==> src/rtl/vga_timing_pkg.sv <==
// vga_timing_pkg
//   Shared timing constants for the 640x480@60 VGA path, the sync-monitor
//   FSM state type, the coordinate width, and a saturating increment helper.
//   The constants are the defaults for the monitor's geometry parameters.
package vga_timing_pkg;

  localparam int COORD_W = 11;

  // 640x480@60 geometry, pixel ticks horizontally and lines vertically.
  localparam int H_ACTIVE = 640;
  localparam int H_SYNC   = 96;
  localparam int H_BACK   = 48;
  localparam int H_TOTAL  = 800;
  localparam int V_ACTIVE = 480;
  localparam int V_SYNC   = 2;
  localparam int V_BACK   = 33;
  localparam int V_TOTAL  = 525;

  // Asserted level of HS/VS (0 = active-low).
  localparam logic SYNC_POL = 1'b0;

  typedef logic [COORD_W-1:0] coord_t;

  typedef enum logic [1:0] {
    SEARCH,
    MEASURE,
    LOCKED
  } state_e;

  // Counters stick at all-ones so a dead input never wraps into a
  // plausible-looking period.
  function automatic coord_t sat_inc(coord_t v);
    return (v == '1) ? v : v + coord_t'(1);
  endfunction

endpackage

==> src/rtl/sync_edge_det.sv <==
// sync_edge_det
//   Samples one sync line on pixel ticks, folds in the polarity and produces
//   level/edge indications in "asserted" terms.
//   clk, rst      : clock, asynchronous active-high reset
//   pix_en        : pixel tick strobe; sampling happens only on these cycles
//   sync_in       : raw sync wire
//   act           : latest sample is asserted
//   rise          : latest sample asserted, previous one deasserted
//   fall          : latest sample deasserted, previous one asserted
module sync_edge_det #(
  parameter logic SYNC_POL = 1'b0
) (
  input  logic clk,
  input  logic rst,
  input  logic pix_en,
  input  logic sync_in,
  output logic act,
  output logic rise,
  output logic fall
);

  logic cur_q, cur_d;
  logic prev_q, prev_d;

  always_comb begin
    cur_d  = cur_q;
    prev_d = prev_q;
    if (pix_en) begin
      prev_d = cur_q;
      cur_d  = (sync_in == SYNC_POL);
    end
  end

  // Both samples reset to "deasserted" so the first tick after reset
  // cannot report an edge.
  always_ff @(posedge clk or posedge rst) begin
    if (rst) begin
      cur_q  <= 1'b0;
      prev_q <= 1'b0;
    end else begin
      cur_q  <= cur_d;
      prev_q <= prev_d;
    end
  end

  assign act  = cur_q;
  assign rise = cur_q & ~prev_q;
  assign fall = ~cur_q & prev_q;

endmodule

==> src/rtl/vga_sync_monitor.sv <==
// vga_sync_monitor
//   Receive-side VGA timing checker. Recovers pixel position from HS/VS,
//   measures line/frame geometry and reports lock and sticky error status.
//   CLK_100MHz : system clock
//   Reset      : asynchronous active-high reset
//   PixEn      : one-cycle pixel tick strobe; counting happens only here
//   HS, VS     : sync pair under test
//   ClearErr   : clears SyncErr (sampled every clock)
//   RecX/RecY  : recovered active coordinate, 0 outside the active region
//   RecActive  : locked and inside the active region
//   LineLen    : last HS-edge-to-HS-edge period in ticks
//   FrameLines : last VS-edge-to-VS-edge period in lines
//   HSWidth    : last HS asserted width in ticks
//   Locked     : geometry verified and tracking
//   SyncErr    : sticky timing violation seen while locked
module vga_sync_monitor #(
  parameter int   H_ACTIVE = vga_timing_pkg::H_ACTIVE,
  parameter int   H_SYNC   = vga_timing_pkg::H_SYNC,
  parameter int   H_BACK   = vga_timing_pkg::H_BACK,
  parameter int   H_TOTAL  = vga_timing_pkg::H_TOTAL,
  parameter int   V_ACTIVE = vga_timing_pkg::V_ACTIVE,
  parameter int   V_SYNC   = vga_timing_pkg::V_SYNC,
  parameter int   V_BACK   = vga_timing_pkg::V_BACK,
  parameter int   V_TOTAL  = vga_timing_pkg::V_TOTAL,
  parameter logic SYNC_POL = vga_timing_pkg::SYNC_POL
) (
  input  logic        CLK_100MHz,
  input  logic        Reset,
  input  logic        PixEn,
  input  logic        HS,
  input  logic        VS,
  input  logic        ClearErr,
  output logic [10:0] RecX,
  output logic [10:0] RecY,
  output logic        RecActive,
  output logic [10:0] LineLen,
  output logic [10:0] FrameLines,
  output logic [10:0] HSWidth,
  output logic        Locked,
  output logic        SyncErr
);

  import vga_timing_pkg::*;

  localparam coord_t HT  = coord_t'(H_TOTAL);
  localparam coord_t VT  = coord_t'(V_TOTAL);
  localparam coord_t HSW = coord_t'(H_SYNC);
  localparam coord_t VSW = coord_t'(V_SYNC);
  localparam coord_t HX0 = coord_t'(H_SYNC + H_BACK);
  localparam coord_t HX1 = coord_t'(H_SYNC + H_BACK + H_ACTIVE);
  localparam coord_t VY0 = coord_t'(V_SYNC + V_BACK);
  localparam coord_t VY1 = coord_t'(V_SYNC + V_BACK + V_ACTIVE);

  // ---------------------------------------------------------------- syncs
  logic hs_act, hs_rise, hs_fall;
  logic vs_act, vs_rise, vs_fall;

  sync_edge_det #(.SYNC_POL(SYNC_POL)) u_hs_det (
    .clk    (CLK_100MHz),
    .rst    (Reset),
    .pix_en (PixEn),
    .sync_in(HS),
    .act    (hs_act),
    .rise   (hs_rise),
    .fall   (hs_fall)
  );

  sync_edge_det #(.SYNC_POL(SYNC_POL)) u_vs_det (
    .clk    (CLK_100MHz),
    .rst    (Reset),
    .pix_en (PixEn),
    .sync_in(VS),
    .act    (vs_act),
    .rise   (vs_rise),
    .fall   (vs_fall)
  );

  // ------------------------------------------------------------- counters
  coord_t hcnt_q, hcnt_d;
  coord_t vcnt_q, vcnt_d;
  coord_t hwcnt_q, hwcnt_d;
  coord_t vwcnt_q, vwcnt_d;
  coord_t vs_width_q, vs_width_d;
  coord_t line_len_q, line_len_d;
  coord_t frame_lines_q, frame_lines_d;
  coord_t hs_width_q, hs_width_d;
  coord_t rec_x_q, rec_x_d;
  coord_t rec_y_q, rec_y_d;
  logic   rec_active_q, rec_active_d;

  coord_t hcnt_inc, vcnt_inc;
  logic   in_h, in_v;

  state_e state_q, state_d;
  logic   locked_q, locked_d;
  logic   sync_err_q, sync_err_d;

  assign hcnt_inc = sat_inc(hcnt_q);
  assign vcnt_inc = sat_inc(vcnt_q);
  assign in_h     = (hcnt_q >= HX0) && (hcnt_q < HX1);
  assign in_v     = (vcnt_q >= VY0) && (vcnt_q < VY1);

  always_comb begin
    hcnt_d        = hcnt_q;
    vcnt_d        = vcnt_q;
    hwcnt_d       = hwcnt_q;
    vwcnt_d       = vwcnt_q;
    vs_width_d    = vs_width_q;
    line_len_d    = line_len_q;
    frame_lines_d = frame_lines_q;
    hs_width_d    = hs_width_q;
    rec_x_d       = rec_x_q;
    rec_y_d       = rec_y_q;
    rec_active_d  = rec_active_q;
    if (PixEn) begin
      if (hs_rise) begin
        hcnt_d     = '0;
        line_len_d = hcnt_inc;
      end else begin
        hcnt_d = hcnt_inc;
      end

      if (hs_fall) begin
        hs_width_d = hwcnt_q;
        hwcnt_d    = '0;
      end else if (hs_act) begin
        hwcnt_d = sat_inc(hwcnt_q);
      end

      // A VS edge coinciding with an HS edge restarts the frame rather
      // than counting a line.
      if (vs_rise) begin
        vcnt_d        = '0;
        frame_lines_d = vcnt_inc;
      end else if (hs_rise) begin
        vcnt_d = vcnt_inc;
      end

      // VS width is measured in HS edges seen while VS is asserted.
      if (vs_fall) begin
        vs_width_d = vwcnt_q;
        vwcnt_d    = '0;
      end else if (vs_act && hs_rise) begin
        vwcnt_d = sat_inc(vwcnt_q);
      end

      // Position outputs trail the counters by one tick.
      rec_active_d = locked_q && in_h && in_v;
      rec_x_d      = rec_active_d ? hcnt_q - HX0 : '0;
      rec_y_d      = rec_active_d ? vcnt_q - VY0 : '0;
    end
  end

  always_ff @(posedge CLK_100MHz or posedge Reset) begin
    if (Reset) begin
      hcnt_q        <= '0;
      vcnt_q        <= '0;
      hwcnt_q       <= '0;
      vwcnt_q       <= '0;
      vs_width_q    <= '0;
      line_len_q    <= '0;
      frame_lines_q <= '0;
      hs_width_q    <= '0;
      rec_x_q       <= '0;
      rec_y_q       <= '0;
      rec_active_q  <= 1'b0;
    end else begin
      hcnt_q        <= hcnt_d;
      vcnt_q        <= vcnt_d;
      hwcnt_q       <= hwcnt_d;
      vwcnt_q       <= vwcnt_d;
      vs_width_q    <= vs_width_d;
      line_len_q    <= line_len_d;
      frame_lines_q <= frame_lines_d;
      hs_width_q    <= hs_width_d;
      rec_x_q       <= rec_x_d;
      rec_y_q       <= rec_y_d;
      rec_active_q  <= rec_active_d;
    end
  end

  // ------------------------------------------------------------------ FSM
  logic geom_ok, violation;

  // At a VS edge the stored measurements describe the frame just ended.
  assign geom_ok = (line_len_q == HT) && (vcnt_inc == VT) &&
                   (hs_width_q == HSW) && (vs_width_q == VSW);

  // "hcnt reaching H_TOTAL" is the tick on which it would step to H_TOTAL
  // without an HS edge to restart the line.
  assign violation = PixEn && (state_q == LOCKED) &&
                     (( hs_rise && (hcnt_inc != HT)) ||
                      (!hs_rise && (hcnt_inc == HT)) ||
                      ( vs_rise && (vcnt_inc != VT)));

  always_comb begin
    state_d = state_q;
    if (PixEn) begin
      case (state_q)
        SEARCH:  if (vs_rise) state_d = MEASURE;
        MEASURE: if (vs_rise && geom_ok) state_d = LOCKED;
        LOCKED:  if (violation) state_d = MEASURE;
        default: state_d = SEARCH;
      endcase
    end
    locked_d = (state_d == LOCKED);
    // Set beats clear when both land in the same cycle.
    if (violation)     sync_err_d = 1'b1;
    else if (ClearErr) sync_err_d = 1'b0;
    else               sync_err_d = sync_err_q;
  end

  always_ff @(posedge CLK_100MHz or posedge Reset) begin
    if (Reset) begin
      state_q    <= SEARCH;
      locked_q   <= 1'b0;
      sync_err_q <= 1'b0;
    end else begin
      state_q    <= state_d;
      locked_q   <= locked_d;
      sync_err_q <= sync_err_d;
    end
  end

  assign RecX       = rec_x_q;
  assign RecY       = rec_y_q;
  assign RecActive  = rec_active_q;
  assign LineLen    = line_len_q;
  assign FrameLines = frame_lines_q;
  assign HSWidth    = hs_width_q;
  assign Locked     = locked_q;
  assign SyncErr    = sync_err_q;

endmodule

==> config.mk <==
export PLATFORM = sky130hd
export DESIGN_NAME = vga_sync_monitor
export DESIGN_NICKNAME = d
export VERILOG_FILES = /design/src/rtl/vga_timing_pkg.sv /design/src/rtl/sync_edge_det.sv /design/src/rtl/vga_sync_monitor.sv
export SDC_FILE = /design/constraint.sdc
export NUM_CORES = 1
export LEC_CHECK = 0
export ABC_AREA = 1
export CAP_MARGIN = 20
export CELL_PAD_IN_SITES_DETAIL_PLACEMENT = 0
export CELL_PAD_IN_SITES_GLOBAL_PLACEMENT = 1
export CORE_UTILIZATION = 46
export DETAILED_ROUTE_END_ITERATION = 12
export HOLD_SLACK_MARGIN = 0.05
export PLACE_DENSITY_LB_ADDON = 0.05
export REMOVE_ABC_BUFFERS = 1
export SLEW_MARGIN = 25
export SYNTH_ARGS = -nofsm -noshare
export SYNTH_HDL_FRONTEND = slang
export SYNTH_SLANG_ARGS = --single-unit
==> constraint.sdc <==
create_clock -name CLK_100MHz -period 11.7 [get_ports CLK_100MHz]
set_input_delay 3.51 -clock CLK_100MHz [delete_from_list [all_inputs] [get_ports CLK_100MHz]]
set_output_delay 3.51 -clock CLK_100MHz [all_outputs]
set_load 0.05 [all_outputs]
After elaboration in Yosys (flattened, before gate mapping):

Index checks and enable logic that the tools add are counted.

* magnitude comparators: 4
* mux-type cells: 20
* reductions and logical operators: 29
* add/sub/neg operators: 6
* equality and inequality tests: 16
* bitwise operators: 10

Operators with widths (number)
* 11-bit two-way mux: 13
* 11-bit by 1-bit adder with 11-bit output (second input constant): 4
* 11-bit equality test (second input constant): 4
* 11-bit by 10-bit equality test with 1-bit output (second input constant): 3
* 11-bit by 10-bit less-than comparator with 1-bit output (second input constant): 2
* 11-bit by 10-bit != test with 1-bit output (second input constant): 2
* 1-bit logical AND: 14
* 11-bit by 2-bit equality test with 1-bit output (second input constant): 1
* 11-bit by 7-bit equality test with 1-bit output (second input constant): 1
* 11-bit by 6-bit >= comparator with 1-bit output (second input constant): 1
* 11-bit by 8-bit >= comparator with 1-bit output (second input constant): 1
* 11-bit by 6-bit subtractor with 11-bit output (second input constant): 1
* 11-bit by 8-bit subtractor with 11-bit output (second input constant): 1
* 2-bit AND reduction: 5
* 2-bit two-way mux: 4
* 2-bit nonzero test: 4
* 1-bit NOT: 6
* 2-bit case mux with 3 select lines: 1
* 3-bit AND reduction: 2
* 1-bit bitwise AND: 4
* 2-bit equality test (second input constant): 2
* 2-bit by 1-bit equality test with 1-bit output (second input constant): 1
* 2-bit zero test: 1
* 1-bit logical OR: 2
* 4 further kinds: 5

* register bits: 119
* word-level logic and storage cells: 103

Logic depth before layout (Yosys ltp):

Gate-level depths: netlist (run 1).

* depth in word-level cells: 11
* gate-level depth with buffers: 17

By module:

From an unflattened synthesis (run 1), not the netlist that was laid out.

* cell total of the unflattened synthesis: 724
* area total of the unflattened synthesis: 5834.3 sq um

By module, submodules not included
* vga_sync_monitor: area an instance 5631.7 sq um, instances 1, sequential area each 2877.8 sq um, cells an instance 694
* sync_edge_det: area an instance 101.3 sq um, instances 2, sequential area each 50.0 sq um, cells an instance 15

Worst setup path before layout (run 1):

No wires, ideal clock.

* path kind: in2reg
* from: in PixEn
* to: reg vcnt_q[10]
* path buffers: 1
* cell stages on the path: 8
* slack: 6.941 ns
* setup time: 0.113 ns
* arrival: 4.646 ns
* path through: buf_2 -> nand2_1 -> nor2_1 -> clkinv_1 -> nand2_1 -> o21ai_0 -> nand2_1 -> inv_1

* longest elaborated chain between the ends: 1

Ends and longest elaborated chain
* start: declaration: RTL line vga_sync_monitor.sv:29 `input logic PixEn,`
* 2-bit AND reduction (no line)
* end signal: assignment: RTL line vga_sync_monitor.sv:169 `vcnt_q <= vcnt_d;`
* end: declaration: RTL line vga_sync_monitor.sv:80 `coord_t vcnt_q, vcnt_d;`

No other way between the ends.
A chain may end at the register's enable or synchronous reset.

Final worst setup path (run 1):

* from: in PixEn
* to: reg hs_width_q[0], in the netlist HSWidth[0]

* longest elaborated chain between the ends: 1

Ends and longest elaborated chain
* 2-bit AND reduction (no line)
* end signal: assignment: RTL line vga_sync_monitor.sv:175 `hs_width_q <= hs_width_d;`
* end: declaration: RTL line vga_sync_monitor.sv:86 `coord_t hs_width_q, hs_width_d;`

No other way between the ends.

==> metrics.txt, run 1 <==
outcome=complete, no violations; leakage dissipation=3.32 nW; Tmin final=6430 ps; H-tree level count=4; top cells by count, synth=186 x nand2_1, 119 x dfrtp_1, 90 x inv_1; Yosys reg bits=about 120; hpwl dp=a little over 10000 um; first-pass GRT wire length=23600 um; initial core utilization=between 40% and 50%; Ant. Diodes=0; maximum VDD drop=133 uV; reg-to-reg startpoint=hwcnt_q[0]$_DFFE_PP0P_; worst-path cell chain=clkdlybuf4s50_1, inv_2, nor2_1, clkinv_1, o21ai_0; die area=about 0.013 mm2; largest net degree at the start of global routing=62; maximum clock path buffer count=2; via count=5014; # setup viols final=0; Syn Area/Cell=8.18 um2; Worst setup SP type=primary input; # IOs=64; overall routing resource usage=a little under a quarter; unrepaired setup endpoints after global routing=no; post-synthesis cell area=0.00596 mm2; CTS tree=done; fin util=57.9%; Fin. Hold Viols=0; top_reg_cell synth=dfrtp_1; cell taking the most area after synthesis=dfrtp_1; Clock Skew=15.9 ps; Worst Max-Slew Pin Slew=855 ps; Sw Ratio=32.3%; worst r2r dst=hwcnt_q[7]$_DFFE_PP0P_; CTS Sinks=119; Worst Hold Class=register to register; postcts setup bufs=0; port bufs=63; post-synthesis cell type count=38; part of the power in registers=39.3%; Worst EP required=12030 ps; fin nets=808; post-route DRC violation count=0; max_cap viols=0; area grow syn2layout=22.6%; initial DRC count=380; CTS Hold Bufs=0; Tcrit/Tclk final=54.9%; initial antenna violation count=0; WL per Instance=around 15 um; Total Power=1.27 mW; combinational power share=21.0%; Crit-path slowest cell=clkdlybuf4s50_1; Die Span Y=116 um; crit path max fanout=33; Max-Slew Margin vs Limit=between 40% and 50%; Final ANT Viol Nets=0; Seq/Total Area, Yosys=50.0%; Worst Setup End Kind=register; critical path data arrival time=between 6000 and 7000 ps; Routed WL=14300 um; share of the synthesized area in the top cell type=50.0%; Critical Path Max Stage Delay=1030 ps; Psw=between 0.4 and 0.5 mW; GP Congestion=between 0.8 and 0.9; # resized after CTS=0; Worst R2R Setup Slack=between 9000 and 10000 ps; Ys Warns=0; DR pass1 iterations=5; critical path class=primary input to register; die width=116 um; Synth area leaders=dfrtp_1 50%, nand2_1 12%, o21ai_0 6.0%; Post-synth ARST share=100%; Reg clk slew, reported paths=50 ps; number of cell rows=between 40 and 50; Core Area=~0.013 mm2; Synth Instances=~730; clock root cell=clkbuf_16; maximum clock rate=0.156 GHz; mean number of vias per cell=5.12; CTS buffer count=17; insertion delay to the later sink of the worst-skew pair=430 ps; P_int=0.858 mW; Post-synth EDFFs=0; Slew Viols, Final=0; crit path from=PixEn; reg2reg path depth=11; Clk pwr share=slightly below 40%; vias in the first global route=4713; ratio of cells with drive above 1 in the final layout=around 10%; total negative slack=0 ps; PD cells=174 mW/mm2; worst setup path endpoint=HSWidth[0]$_DFFE_PP0P_; most common cell in the netlist=nand2_1; grt ovf=0
## layout make-up
class | instances | area [um2]
Clock inverter | 12 | 129
Multi-Input combinational cell | 495 | 2530
Clock buffer | 20 | 447
Timing Repair Buffer | 65 | 646
Sequential cell | 119 | 2980
Fill cell | 1203 | 5310
Tap cell | 172 | 215
Inverter | 97 | 367
## flip-flops by register name, summed over array words and instances (netlist names), 11 cells and up
signal and cells:
FrameLines 11, HSWidth 11, LineLen 11, RecX 11, RecY 11, hcnt_q 11
hwcnt_q 11, vcnt_q 11, vs_width_q 11, vwcnt_q 11
## through the flow
step	setup slack (ps)	cells	instance area [um2]	hold WS, ps
final	5270	980	7310	475
after floorplan	5030	711	5870	453
after global routing	4840	980	7310	499
after detailed placement	4470	948	6730	468
after global placement	4650	948	6730	464
after CTS	4910	980	7310	481
## worst max-delay path, delay by kind of cell
| kind | cells | cell delay, ps |
|---|---|---|
| compound gates | 1 | 320 |
| buf+inv | 3 | 2140 |
| simple gates | 1 | 770 |
## power groups by stage
stage	Clock (mW)	Combinational [mW]	Sequential, mW
after CTS	0.514	0.267	0.498
after floorplan	0	0.112	0.568
after global placement	0	0.261	0.502
after global routing	0.533	0.290	0.503
after detailed placement	0	0.266	0.503
final	0.505	0.266	0.498
## kinds of logic (layout without fill, tap and decap cells)
group,count (synthesis),in the layout,share of synthesized area [%]
and+or+nand+nor,340,340,25.6
AOI/OAI and AO/OA,132,132,13.0
DFF,119,119,50.0
buffers and inverters,115,194,7.62
xor gates and xnor gates,16,16,2.35
adders and majority gates,7,7,1.47
## worst min path at each step
| stage | start | endpoint | slack, ps | cells after the start |
|---|---|---|---|---|
| 2_1_floorplan | vs_width_q[2]$_DFFE_PP0P_ | vs_width_q[2]$_DFFE_PP0P_ | 450 | 2 |
| 3_3_place_gp | RecActive$_DFFE_PP0P_ | RecActive$_DFFE_PP0P_ | 460 | 2 |
| 3_5_place_dp | RecY[8]$_DFFE_PP0P_ | RecY[8]$_DFFE_PP0P_ | 470 | 2 |
| 4_1_cts | RecY[8]$_DFFE_PP0P_ | RecY[8]$_DFFE_PP0P_ | 480 | 2 |
| 5_1_grt | FrameLines[8]$_DFFE_PP0P_ | FrameLines[8]$_DFFE_PP0P_ | 500 | 2 |
| 6_report | RecY[8]$_DFFE_PP0P_ | RecY[8]$_DFFE_PP0P_ | 480 | 2 |
## layer usage
metal / share of wire (%) / routed length [um] / track usage (%)
met1: 48 / 6930 / 32.2
met2: 46 / 6560 / 34.8
met3: 4.6 / 653 / 5.70
met4: 1.2 / 172 / 8.38
met5: 0 / 0 / 0
## cell usage in the layout (no fill, tap or decap), types with 2 or more instances in the layout
cell type	instances
nor3b_1	2
nand2_1	186
bufinv_16	2
clkinv_1	4
nor4_1	6
nand3_1	45
inv_1	88
nor2_4	4
xnor2_1	2
nor3_1	12
inv_2	4
a21oi_1	15
a31oi_1	3
o21ai_2	18
buf_4	2
o22ai_1	17
clkbuf_1	2
ha_1	7
nand4_1	15
dfrtp_1	119
o21ai_1	2
nor2_1	48
clkdlybuf4s50_1	63
nor2_2	8
clkbuf_16	17
clkinv_2	3
nand3_2	3
nand2_2	6
o21ai_0	72
xor2_1	14
clkinvlp_4	6
No activity file was read; power rests on OpenSTA's default activity.
==> run 2: changes to the inputs <==
--- a/config.mk
+++ b/config.mk
@@ -9,7 +9,7 @@
 export CAP_MARGIN = 20
 export CELL_PAD_IN_SITES_DETAIL_PLACEMENT = 0
 export CELL_PAD_IN_SITES_GLOBAL_PLACEMENT = 1
-export CORE_UTILIZATION = 46
+export CORE_UTILIZATION = 38
 export DETAILED_ROUTE_END_ITERATION = 12
 export HOLD_SLACK_MARGIN = 0.05
 export PLACE_DENSITY_LB_ADDON = 0.05
==> constraint.sdc (replaced) <==
create_clock -name CLK_100MHz -period 5.91 [get_ports CLK_100MHz]
set_input_delay 1.773 -clock CLK_100MHz [delete_from_list [all_inputs] [get_ports CLK_100MHz]]
set_output_delay 1.773 -clock CLK_100MHz [all_outputs]
set_load 0.05 [all_outputs]
==> metrics.txt, run 2 (synthesis gave the netlist of run 1 again) <==
outcome=complete, no violations; # fillers=1494 (+24%); most used cell, CP=nand2_1; Ant. Diodes=0 (unchanged); via count=5045 (+0.62%); Worst Hold Class=register to register; post-route DRC violation count=0 (unchanged); # resized after CTS=0 (unchanged); maximum clock path buffer count=2 (unchanged); CTS Hold Bufs=0 (unchanged); Worst Max-Slew Pin Slew=769 ps (-86.4 ps); crit path from=PixEn; number of cell rows=45 (+9.8%); worst-path cell chain=clkdlybuf4s50_1, buf_4, nand2_1, nor2_1, clkinv_1, nand2_1, o21ai_0, nand2_1, inv_1; commonest non-fill, non-tap cell in the layout=nand2_1; vias in the first global route=4965 (+5.3%); critical path data arrival time=4100 ps (-2660 ps); Final WS setup=2120 ps (-3160 ps); Worst Setup End Kind=register; worst r2r dst=hwcnt_q[7]$_DFFE_PP0P_; DR pass1 iterations=5 (unchanged); Crit-path slowest cell=clkinv_1; CTS Sinks=119 (unchanged); Fin. Hold Viols=0 (unchanged); postcts setup bufs=0 (unchanged); insertion delay to the later sink of the worst-skew pair=420 ps (about the same); Reg clk slew, reported paths=50 ps (about the same); Inst Count DP=991 (+4.5%); area grow syn2layout=24.8%; area of the multi-input gates=0.00253 mm2 (unchanged); grt ovf=0 (unchanged); # IOs=64 (unchanged); final non-filler cell total=1023 (+4.4%); Critical Path Max Stage Delay=470 ps (-560 ps); pre-CTS setup slack=1750 ps (-2720 ps); PD cells=349 mW/mm2 (+100%); Final ANT Viol Nets=0 (unchanged); max_cap viols=0 (unchanged); mean number of vias per cell=4.93 (-3.6%); Core Area=0.0153 mm2 (+21%); maximum clock rate=approximately 0.26 GHz; Worst setup SP type=primary input; initial core utilization=39.1% (-8.2 points); Worst EP required=6210 ps (-5820 ps); WL per Instance=14.5 um (-0.62%); maximum VDD drop=200 uV (+50%); port bufs=63 (unchanged); worst hold margin=478 ps (+2.42 ps); GP Congestion=0.823 (-4.1%); Worst R2R Setup Slack=3560 ps (-5720 ps); Seq. cell area=0.00298 mm2 (unchanged); commonest cells after routing, fill and taps aside=186 x nand2_1, 119 x dfrtp_1, 89 x inv_1, 72 x o21ai_0, 63 x clkdlybuf4s50_1; initial DRC count=314 (-17%); critical path class=primary input to register; number of buffers and inverters on the critical path=4 (+1); unrepaired setup endpoints after global routing=no; CTS tree=done; hpwl dp=10800 um (+5.4%); total negative slack=0 ps (unchanged); first-pass GRT wire length=24900 um (+5.5%); Routed WL=14900 um (+3.7%); Slew Viols, Final=0 (unchanged); Tmin final=3790 ps; clock root cell=clkbuf_16; die width=127 um (+9.9%); largest net degree at the start of global routing=60 (-3.2%); ratio of cells with drive above 1 in the final layout=10.6% (+0.44 points); worst setup path endpoint=vcnt_q[10]$_DFFE_PP0P_; fin nets=812 (+0.50%); worst hold path startpoint=RecX[4]$_DFFE_PP0P_; leakage dissipation=3.37 nW (+1.3%); # setup viols final=0 (unchanged); Die Span Y=127 um (+9.9%); Max-Slew Margin vs Limit=48.8% (+5.9 points); crit path max fanout=21 (-36%); Clock Skew=7.61 ps (-8.34 ps); Tcrit/Tclk final=64.2%; die area=0.0162 mm2 (+21%); reg2reg path depth=11 (unchanged); overall routing resource usage=19.9% (-3.2 points); CP Depth=9 (+4); CP top delay family=buffers and inverters; reg-to-reg startpoint=hwcnt_q[0]$_DFFE_PP0P_; Total Power=2.60 mW (+100%); initial antenna violation count=0 (unchanged); CTS buffer count=17 (unchanged); H-tree level count=4 (unchanged)
## run 2: cell types whose count changed in the layout (fill, tap and decap cells not counted), sizes merged
cell    previous run  this run
buf                2         6
clkinv             8         5
clkbuf            20        22
bufinv             2         3
## run 2: cell type report
| type | count | share of cell area, % |
|---|---|---|
| well taps | 211 | 3.55 |
| clock buffers | 22 | 6.51 |
| flip-flops and latches | 119 | 40.0 |
| repair buffers | 69 | 9.08 |
| clock inverters | 10 | 1.93 |
| inverters | 97 | 4.93 |
| multi-input cells | 495 | 34.0 |
## run 2: worst min path at each step
stage                                            to  slack, ps  cells after the start
after floorplan           vs_width_q[2]$_DFFE_PP0P_        450                      2
after global placement        RecActive$_DFFE_PP0P_        460                      2
after detailed placement        RecX[1]$_DFFE_PP0P_        470                      2
after CTS                       RecY[2]$_DFFE_PP0P_        480                      2
after global routing            RecX[5]$_DFFE_PP0P_        500                      2
final                           RecX[4]$_DFFE_PP0P_        480                      2
## run 2: routing by layer
| layer | up-vias | global-route usage (%) | share of wire (%) |
|---|---|---|---|
| met5 | - | 0 | 0 |
| met4 | 0 | 7.84 | 1.9 |
| met3 | 21 | 4.06 | 3.8 |
| met2 | 104 | 31.0 | 46 |
| met1 | 2400 | 27.1 | 49 |
| li1 | 2520 | - | - |
## run 2: power by group
part | switching (mW) | internal [mW] | leakage (nW)
sequential | 0.0826 | 0.906 | 1.62
combinational | 0.357 | 0.166 | 1.46
clock | 0.379 | 0.708 | 0.287
total | 0.819 | 1.78 | 3.37
## run 2: stage by stage
| stage | utilization, % | area (um2) |
|---|---|---|
| after CTS | 48.8 | 7440 |
| after global placement | 44.6 | 6810 |
| after floorplan | - | 5870 |
| final | 48.8 | 7440 |
| after global routing | 48.8 | 7440 |
| after detailed placement | 44.6 | 6810 |
## run 2: worst min-delay path: cells and delay by family, from the launching register on
family / cells / cell delay [ps]
DFF: 1 / 330
AOI/OAI and AO/OA: 1 / 50
and+or+nand+nor: 1 / 60
